## src/rtl/sdf_twiddle_mult.sv

```systemverilog
// Twiddle multiplier for one radix-2 DIF SDF stage: tracks block position, addresses the ROM and rotates second-half samples.
// Latency 3 cycles, first-half bypass matched; no backpressure, one sample per cycle sustained.
module sdf_twiddle_mult #(
    parameter int NFFT       = 128,
    parameter int DATA_WIDTH = 16,
    parameter int STAGE      = 0,
    parameter int FRAC_BITS  = 14
) (
    input  logic                            clk,
    input  logic                            rst_n,
    input  logic                            sync_clr,
    input  logic                            in_valid,
    input  logic [DATA_WIDTH-1:0]           in_real,
    input  logic [DATA_WIDTH-1:0]           in_imag,
    output logic [$clog2(NFFT/2)-1:0]       tw_addr,
    input  logic [DATA_WIDTH-1:0]           tw_real,
    input  logic [DATA_WIDTH-1:0]           tw_imag,
    output logic                            out_valid,
    output logic [DATA_WIDTH-1:0]           out_real,
    output logic [DATA_WIDTH-1:0]           out_imag,
    output logic                            out_last
);

    localparam int NS = NFFT >> STAGE;
    localparam int CW = $clog2(NS);
    localparam int AW = $clog2(NFFT / 2);
    localparam int PW = 2 * DATA_WIDTH;

    localparam logic [CW-1:0] HALF = CW'(NS / 2);
    localparam logic [CW-1:0] LAST = CW'(NS - 1);

    localparam logic signed [PW:0] RND  = {{PW{1'b0}}, 1'b1} << (FRAC_BITS - 1);
    localparam logic signed [PW:0] SMAX = {{(DATA_WIDTH+2){1'b0}}, {(DATA_WIDTH-1){1'b1}}};
    localparam logic signed [PW:0] SMIN = {{(DATA_WIDTH+2){1'b1}}, {(DATA_WIDTH-1){1'b0}}};
    localparam logic [DATA_WIDTH-1:0] OMAX = {1'b0, {(DATA_WIDTH-1){1'b1}}};
    localparam logic [DATA_WIDTH-1:0] OMIN = {1'b1, {(DATA_WIDTH-1){1'b0}}};

    logic [CW-1:0] r_cnt;
    logic          w_second;
    logic [CW-1:0] w_k;
    logic [AW-1:0] w_k_ext;

    logic                         r1_vld, r1_byp, r1_last;
    logic signed [DATA_WIDTH-1:0] r1_ar, r1_ai, r1_wr, r1_wi;

    logic                         r2_vld, r2_byp, r2_last;
    logic signed [DATA_WIDTH-1:0] r2_ar, r2_ai;
    logic signed [PW-1:0]         r2_rr, r2_ii, r2_ri, r2_ir;

    logic signed [PW:0]           w_re_full, w_im_full, w_re_sh, w_im_sh;

    logic                         r_out_valid, r_out_last;
    logic [DATA_WIDTH-1:0]        r_out_real, r_out_imag;

    // sync_clr wins over increment; the sample in that cycle still sees the old position
    always_ff @(posedge clk or negedge rst_n) begin
        if (!rst_n) begin
            r_cnt <= '0;
        end else if (sync_clr) begin
            r_cnt <= '0;
        end else if (in_valid) begin
            r_cnt <= (r_cnt == LAST) ? '0 : r_cnt + 1'b1;
        end
    end

    assign w_second = (r_cnt >= HALF);
    assign w_k      = r_cnt - HALF;
    assign w_k_ext  = AW'(w_k);
    assign tw_addr  = w_second ? (w_k_ext << STAGE) : '0;

    always_ff @(posedge clk or negedge rst_n) begin
        if (!rst_n) begin
            r1_vld  <= 1'b0;
            r1_byp  <= 1'b0;
            r1_last <= 1'b0;
            r1_ar   <= '0;
            r1_ai   <= '0;
            r1_wr   <= '0;
            r1_wi   <= '0;
        end else begin
            r1_vld <= in_valid;
            if (in_valid) begin
                r1_ar   <= $signed(in_real);
                r1_ai   <= $signed(in_imag);
                r1_wr   <= $signed(tw_real);
                r1_wi   <= $signed(tw_imag);
                r1_byp  <= ~w_second;
                r1_last <= (r_cnt == LAST);
            end
        end
    end

    always_ff @(posedge clk or negedge rst_n) begin
        if (!rst_n) begin
            r2_vld  <= 1'b0;
            r2_byp  <= 1'b0;
            r2_last <= 1'b0;
            r2_ar   <= '0;
            r2_ai   <= '0;
            r2_rr   <= '0;
            r2_ii   <= '0;
            r2_ri   <= '0;
            r2_ir   <= '0;
        end else begin
            r2_vld <= r1_vld;
            if (r1_vld) begin
                r2_byp  <= r1_byp;
                r2_last <= r1_last;
                r2_ar   <= r1_ar;
                r2_ai   <= r1_ai;
                r2_rr   <= r1_ar * r1_wr;
                r2_ii   <= r1_ai * r1_wi;
                r2_ri   <= r1_ar * r1_wi;
                r2_ir   <= r1_ai * r1_wr;
            end
        end
    end

    // one guard bit keeps the sum of two full-scale products exact before rounding
    assign w_re_full = r2_rr - r2_ii + RND;
    assign w_im_full = r2_ri + r2_ir + RND;
    assign w_re_sh   = w_re_full >>> FRAC_BITS;
    assign w_im_sh   = w_im_full >>> FRAC_BITS;

    function automatic logic [DATA_WIDTH-1:0] sat(input logic signed [PW:0] v);
        if (v > SMAX) begin
            return OMAX;
        end else if (v < SMIN) begin
            return OMIN;
        end
        return v[DATA_WIDTH-1:0];
    endfunction

    always_ff @(posedge clk or negedge rst_n) begin
        if (!rst_n) begin
            r_out_valid <= 1'b0;
            r_out_last  <= 1'b0;
            r_out_real  <= '0;
            r_out_imag  <= '0;
        end else begin
            r_out_valid <= r2_vld;
            if (r2_vld) begin
                r_out_last <= r2_last;
                r_out_real <= r2_byp ? r2_ar : sat(w_re_sh);
                r_out_imag <= r2_byp ? r2_ai : sat(w_im_sh);
            end
        end
    end

    // last flag is held across bubbles but only shown alongside a valid output
    assign out_valid = r_out_valid;
    assign out_real  = r_out_real;
    assign out_imag  = r_out_imag;
    assign out_last  = r_out_last & r_out_valid;

endmodule

```

## config.mk

```make
export PLATFORM = sky130hd
export DESIGN_NAME = sdf_twiddle_mult
export DESIGN_NICKNAME = d
export VERILOG_FILES = /design/src/rtl/sdf_twiddle_mult.sv
export SDC_FILE = /design/constraint.sdc
export NUM_CORES = 2
export LEC_CHECK = 0
export ABC_AREA = 1
export BUFFER_PORTS_ARGS = -buffer_cell sky130_fd_sc_hd__buf_2
export CAP_MARGIN = 20
export CORE_ASPECT_RATIO = 2
export CORE_MARGIN = 3
export CORE_UTILIZATION = 40
export DETAILED_ROUTE_END_ITERATION = 6
export GPL_TIMING_DRIVEN = 0
export PLACE_DENSITY = 0.57
export SLEW_MARGIN = 20
export SYNTH_ARGS = -nofsm -noshare
export SYNTH_HDL_FRONTEND = slang
export SYNTH_SLANG_ARGS = --single-unit
export TNS_END_PERCENT = 1
```

## constraint.sdc

```tcl
create_clock -name clk -period 6.8 [get_ports clk]
set_input_delay 0.68 -clock clk [delete_from_list [all_inputs] [get_ports clk]]
set_output_delay 0.68 -clock clk [all_outputs]
set_load 0.01 [all_outputs]
```

-- After elaboration in Yosys (flattened, before gate mapping)
Cells that the tools add are included.
- register bits after elaboration: 271
- input port bits: 68
- output and inout bits: 40
- add/subtract/negate cells: 6
- $mul: 4
- order comparisons: 5
- equality and inequality tests: 1
- muxes and demuxes: 18
- bitwise gates (word level): 2
- reductions and logical operators: 1
- operators by type and width (cell ; number):
    16-bit by 16-bit multiplier with 32-bit output ; 4
    16-bit 2-to-1 mux ; 8
    33-bit by 15-bit adder with 33-bit output (second input constant) ; 2
    19-bit by 16-bit greater-than comparator with 1-bit output (second input constant) ; 2
    19-bit by 16-bit < comparator with 1-bit output (second input constant) ; 2
    32-bit by 32-bit adder with 33-bit output ; 1
    32-bit by 32-bit subtractor with 33-bit output ; 1
    7-bit 2-to-1 mux ; 3
    7-bit by 1-bit adder with 7-bit output (second input constant) ; 1
    7-bit == test (second input constant) ; 1
    7-bit greater-or-equal comparator (second input constant) ; 1
    1-bit 2-to-1 mux ; 6
    6-bit 2-to-1 mux ; 1
    6-bit by 1-bit subtractor with 6-bit output (second input constant) ; 1
    2-bit nonzero test ; 1
    1-bit AND ; 1
    1-bit inverter ; 1

-- Longest topological paths before layout
- depth after elaboration: 8
- mapped depth: 27
- gate-level depth less buffers: 25

-- Worst setup path before layout
Ideal clock, no wire load.
- path type: reg-to-reg
- start point: reg r1_ar[15]
- end point: reg r2_rr[27]
- data arrival time: 5.746 ns
- setup slack: 0.936 ns
- cell stages (with the launch flop): 23
- path buffers: 2
- clock period less this slack: 5.864 ns
- path through: dfrtp_1 -> clkbuf_1 -> clkbuf_1 -> nand2_1 -> inv_1 -> fa_1 -> fa_1 -> inv_1 -> fa_1 -> fa_1 -> fa_1 -> fa_1 -> inv_1 -> ha_1 -> nand2_1 -> nor2_1 -> nor2b_1 -> nand4_1 -> nand3_1 -> a21o_1 -> or2_2 -> nand3_1 -> nand2_1
- cells in the longest elaborated chain, start to end: 1
- ends and longest elaborated chain (element ; RTL line ; text):
    from (decl) ; 44 ; logic signed [DATA_WIDTH-1:0] r1_ar, r1_ai, r1_wr, r1_wi;
    from (signal assigned) ; 83 ; r1_ar <= $signed(in_real);
    16-bit by 16-bit multiplier with 32-bit output ; 111 ; r2_rr <= r1_ar * r1_wr;
    to (signal assigned) ; 111 ;
    to (decl) ; 48 ; logic signed [PW-1:0] r2_rr, r2_ii, r2_ri, r2_ir;
No other way between the ends.
A chain may end at the register's enable or synchronous reset.

-- Worst setup path in the final report
- start point: reg r1_wi[1]
- end point: reg r2_ii[24]
- cells in the longest elaborated chain, start to end: 1
- ends and longest elaborated chain (element ; RTL line ; text):
    from (decl) ; 44 ;
    from (signal assigned) ; 86 ; r1_wi <= $signed(tw_imag);
    16-bit by 16-bit multiplier with 32-bit output ; 112 ; r2_ii <= r1_ai * r1_wi;
    to (signal assigned) ; 112 ;
    to (decl) ; 48 ;
No other way between the ends.

==> run_results.csv <==
group,metric,value,unit
critical_path,worst-endpoint-required,7.31,ns
yosys,synth_top_area_share,37.2,%
sta,rsz0062_at_grt,"yes",
yosys,ys_types,49,
min_path,worstHoldPathType,"input pin to flip-flop",
yosys,synth-edff-count,0,
sta,hold_viol_final,0,
cts,clock_path_buffers,3,
yosys,synth_area_per_cell,7.67,sq um
drt,drtPass1Iterations,7,
cts,clk_pin_slew,0.07,ns
final_layout,post-route-util,43.7,%
critical_path,slowest_stage,"fa_1",
drt,wl,229000,um
cts,clock-sinks,271,
final_layout,synthToLayoutAreaGrowth,8.18,%
critical_path,crit_top_cell,"fa_1",
sta,setup-violations-final,0,
yosys,synth-xor-area-share,1.66,%
final_layout,drive_above_1_share,6.81,%
die,die_h,537,um
yosys,ys_seq_elements,271,
critical_path,cp_cell_sequence,"buf_2, nand2_1, fa_1, fa_1, fa_1, inv_1, fa_1, fa_1, inv_1, fa_1, inv_1, ha_1, a21oi_2, o21ai_0, a21oi_2, nand3_2, a21o_1, or2_2, nand3_1, o21ai_0",
die,fp.dieArea,0.146,sq mm
drt,wire_per_inst,24.5,um
sta,fmax,149,MHz
critical_path,cp_max_fo,10,
final_layout,nNetsFinal,9020,
die,core-area,0.140,sq mm
yosys,async_flop_share,100,%
sta,maxSlewHeadroom,18.5,%
critical_path,path_buf_inv,4,
yosys,synth-simple-area-share,18.7,%
yosys,yosysSeqAreaShare,12.0,%
critical_path,cp-start-kind,"flip-flop",
die,die_w,272,um
run_status,violations,"design-rule violations",
critical_path,arrival,7.22,ns
job,maxCapViolations,0,
global_routing,grt_max_degree,94,
die,rows,194,
yosys,syn_nets,8922,
yosys,synth_top_family_by_area,"adder cells",
placed_design,portBuffers,107,
sta,fin_skew,0.0314,ns
critical_path,end_kind,"flip-flop",
sta,fin_crit,6.71,ns
global_routing,gr-total-overflow,0,
drt,viasPerCell,5.12,
run_status,outcome,"finished with violations",
global_routing,grt_pass1_vias,52100,
drt,drc,6,
yosys,synth_area_leaders,"fa_1 (37%), nand2_1 (14%), inv_1 (13%)",
global_routing,grt_antenna_before_repair,13,
placed_design,gp_congestion,1.01,
yosys,synth_largest_area_cell,"fa_1",
yosys,synth_fa_ha_area_share,47.2,%
critical_path,worst_path_largest_cell_delay,0.56,ns
placed_design,postPlaceCellArea,0.0595,sq mm
yosys,yosys_warnings,0,
cts,clk_latency,0.66,ns
final_layout,stdcell_area,0.0611,sq mm
sta,period_share,98.6,%
drt,ant_nets,0,
yosys,syn_inst,7354,
yosys,syn_area,0.0564,sq mm
cts,cts_tree,"built",
global_routing,grt_use_total,31.8,%
global_routing,grt_pass1_wl,333000,um
yosys,yosys-top-cells-count,"nand2_1 (2111), inv_1 (1976), fa_1 (1048)",
cts,cts_buffers,29,
yosys,synth_most_common_cell,"nand2_1",
critical_path,criticalPathCategory,"flip-flop to flip-flop",
cts,root_buffer,"clkbuf_16",
yosys,synth_ff_type,"dfrtp_1",
die,start_util,40.4,%
sta,drv_slew,0,
sta,tightest_slew,1.22,ns
yosys,synth_compound_area_share,5.12,%
drt,drtIter0Drc,3456,
critical_path,path_delay_family,"adder cells",
cts,htreeDepth,1,
drt,num_vias,47800,
placed_design,place_hpwl,196000,um
die,ios,108,
yosys,synthMuxAreaShare,0,%
==> final timing paths <==
kind / endpoint / slack [ns] / from / depth (start not counted)
max in group asynchronous: r2_rr[22] / 4.96 / rst_n / 4
min in group asynchronous: r2_ir[23] / 0.48 / rst_n / 2
hold / removal: r1_wr[8] / 0.23 / tw_real[8] / 3
hold reg to reg: out_real[8] / 0.48 / out_real[8] / 2
setup reg to reg: r2_ii[24] / 0.09 / r1_wi[1] / 20
setup / recovery: r2_ii[24] / 0.09 / r1_wi[1] / 20
==> layout make-up <==
type | instances | area (sq um)
fill | 14800 | 78800
multi-input combinational | 4792 | 41300
inverter | 1982 | 7450
sequential | 271 | 6830
tap | 1862 | 2330
buffer | 256 | 1440
clock buffer | 38 | 800
timing repair buffer | 120 | 713
clock inverter | 15 | 228
antenna | 8 | 20.0
==> layer usage <==
| layer | wire (um) | share of wire [%] | global-route usage (%) |
|---|---|---|---|
| met4 | 27800 | 12 | 29.9 |
| met5 | 46 | 0.020 | 0 |
| met1 | 71800 | 31 | 30.9 |
| met3 | 13600 | 5.9 | 4.83 |
| met2 | 116000 | 51 | 57.4 |
==> worst register-to-register path: cells and delay by family (launching register included) <==
| family | cells | cell delay [ns] |
|---|---|---|
| flip-flops | 1 | 0.54 |
| AND/OR/NAND/NOR | 4 | 0.85 |
| adder cells (fa/ha/maj) | 7 | 3.66 |
| buffers and inverters | 4 | 0.50 |
| AO/OA/AOI/OAI | 5 | 1.03 |
==> cell families (layout without fill, tap and decap cells) <==
group	Yosys count	in the layout
AOI/OAI and AO/OA	527	527
xor gates and xnor gates	107	107
adders and majority gates	1500	1500
buffers and inverters	2291	2411
DFF	271	271
other	0	8
and+or+nand+nor	2658	2658
==> cell usage in the layout (no fill, tap or decap), drive strengths merged, types with 2 or more instances in the layout <==
cell type,netlist,routed
nand2,2126,2126
inv,1980,1985
fa,1048,1048
ha,452,452
dfrtp,271,271
nor2,255,255
clkbuf,298,254
a21oi,220,220
o21ai,209,209
buf,11,159
nand3,140,140
xnor2,55,55
xor2,52,52
or2,43,43
nor3,35,35
nand4,31,31
o21bai,31,31
a21o,20,20
a31oi,13,13
nand3b,9,9
nor4,9,9
diode,0,8
a21boi,8,8
clkinv,2,7
a211oi,6,6
o211a,5,5
and3,5,5
and2,4,4
o22ai,4,4
bufinv,0,4
a31o,3,3
o211ai,2,2
a221oi,2,2
o311ai,2,2
==> flip-flops by register name, indices dropped and copies added, names as in the netlist <==
signal,flops
out_imag,16
out_real,16
out_valid,1
r1_ai,16
r1_ar,16
r1_byp,1
r1_last,1
r1_vld,1
r1_wi,16
r1_wr,16
r2_ai,16
r2_ar,16
r2_byp,1
r2_ii,32
r2_ir,32
r2_last,1
r2_ri,32
r2_rr,32
r2_vld,1
r_cnt,7
r_out_last,1
==> stage by stage <==
stage	setup TNS [ns]	setup slack [ns]	hold WS (ns)	cells
4_1_cts	-0.0397	-0.0359	0.200	9349
5_1_grt	-0.0306	-0.0171	0.232	9338
2_1_floorplan	0	0.936	0.384	7354
3_5_place_dp	-63.06	-1.71	0.462	9328
3_3_place_gp	-141.01	-1.69	0.460	9323
6_report	0	0.0935	0.227	9344
==> timing repair <==
item	in CTS	in global routing
endpoints found under the hold margin	37	0
setup endpoints to repair	69	46
buffers inserted	4	3
resized for setup	252	153
hold buffers	1	0
pin swaps	4	2
Power is left out: the tool's default activity adds up to more than one toggle a clock period on the data nets, which glitch-free logic cannot reach.
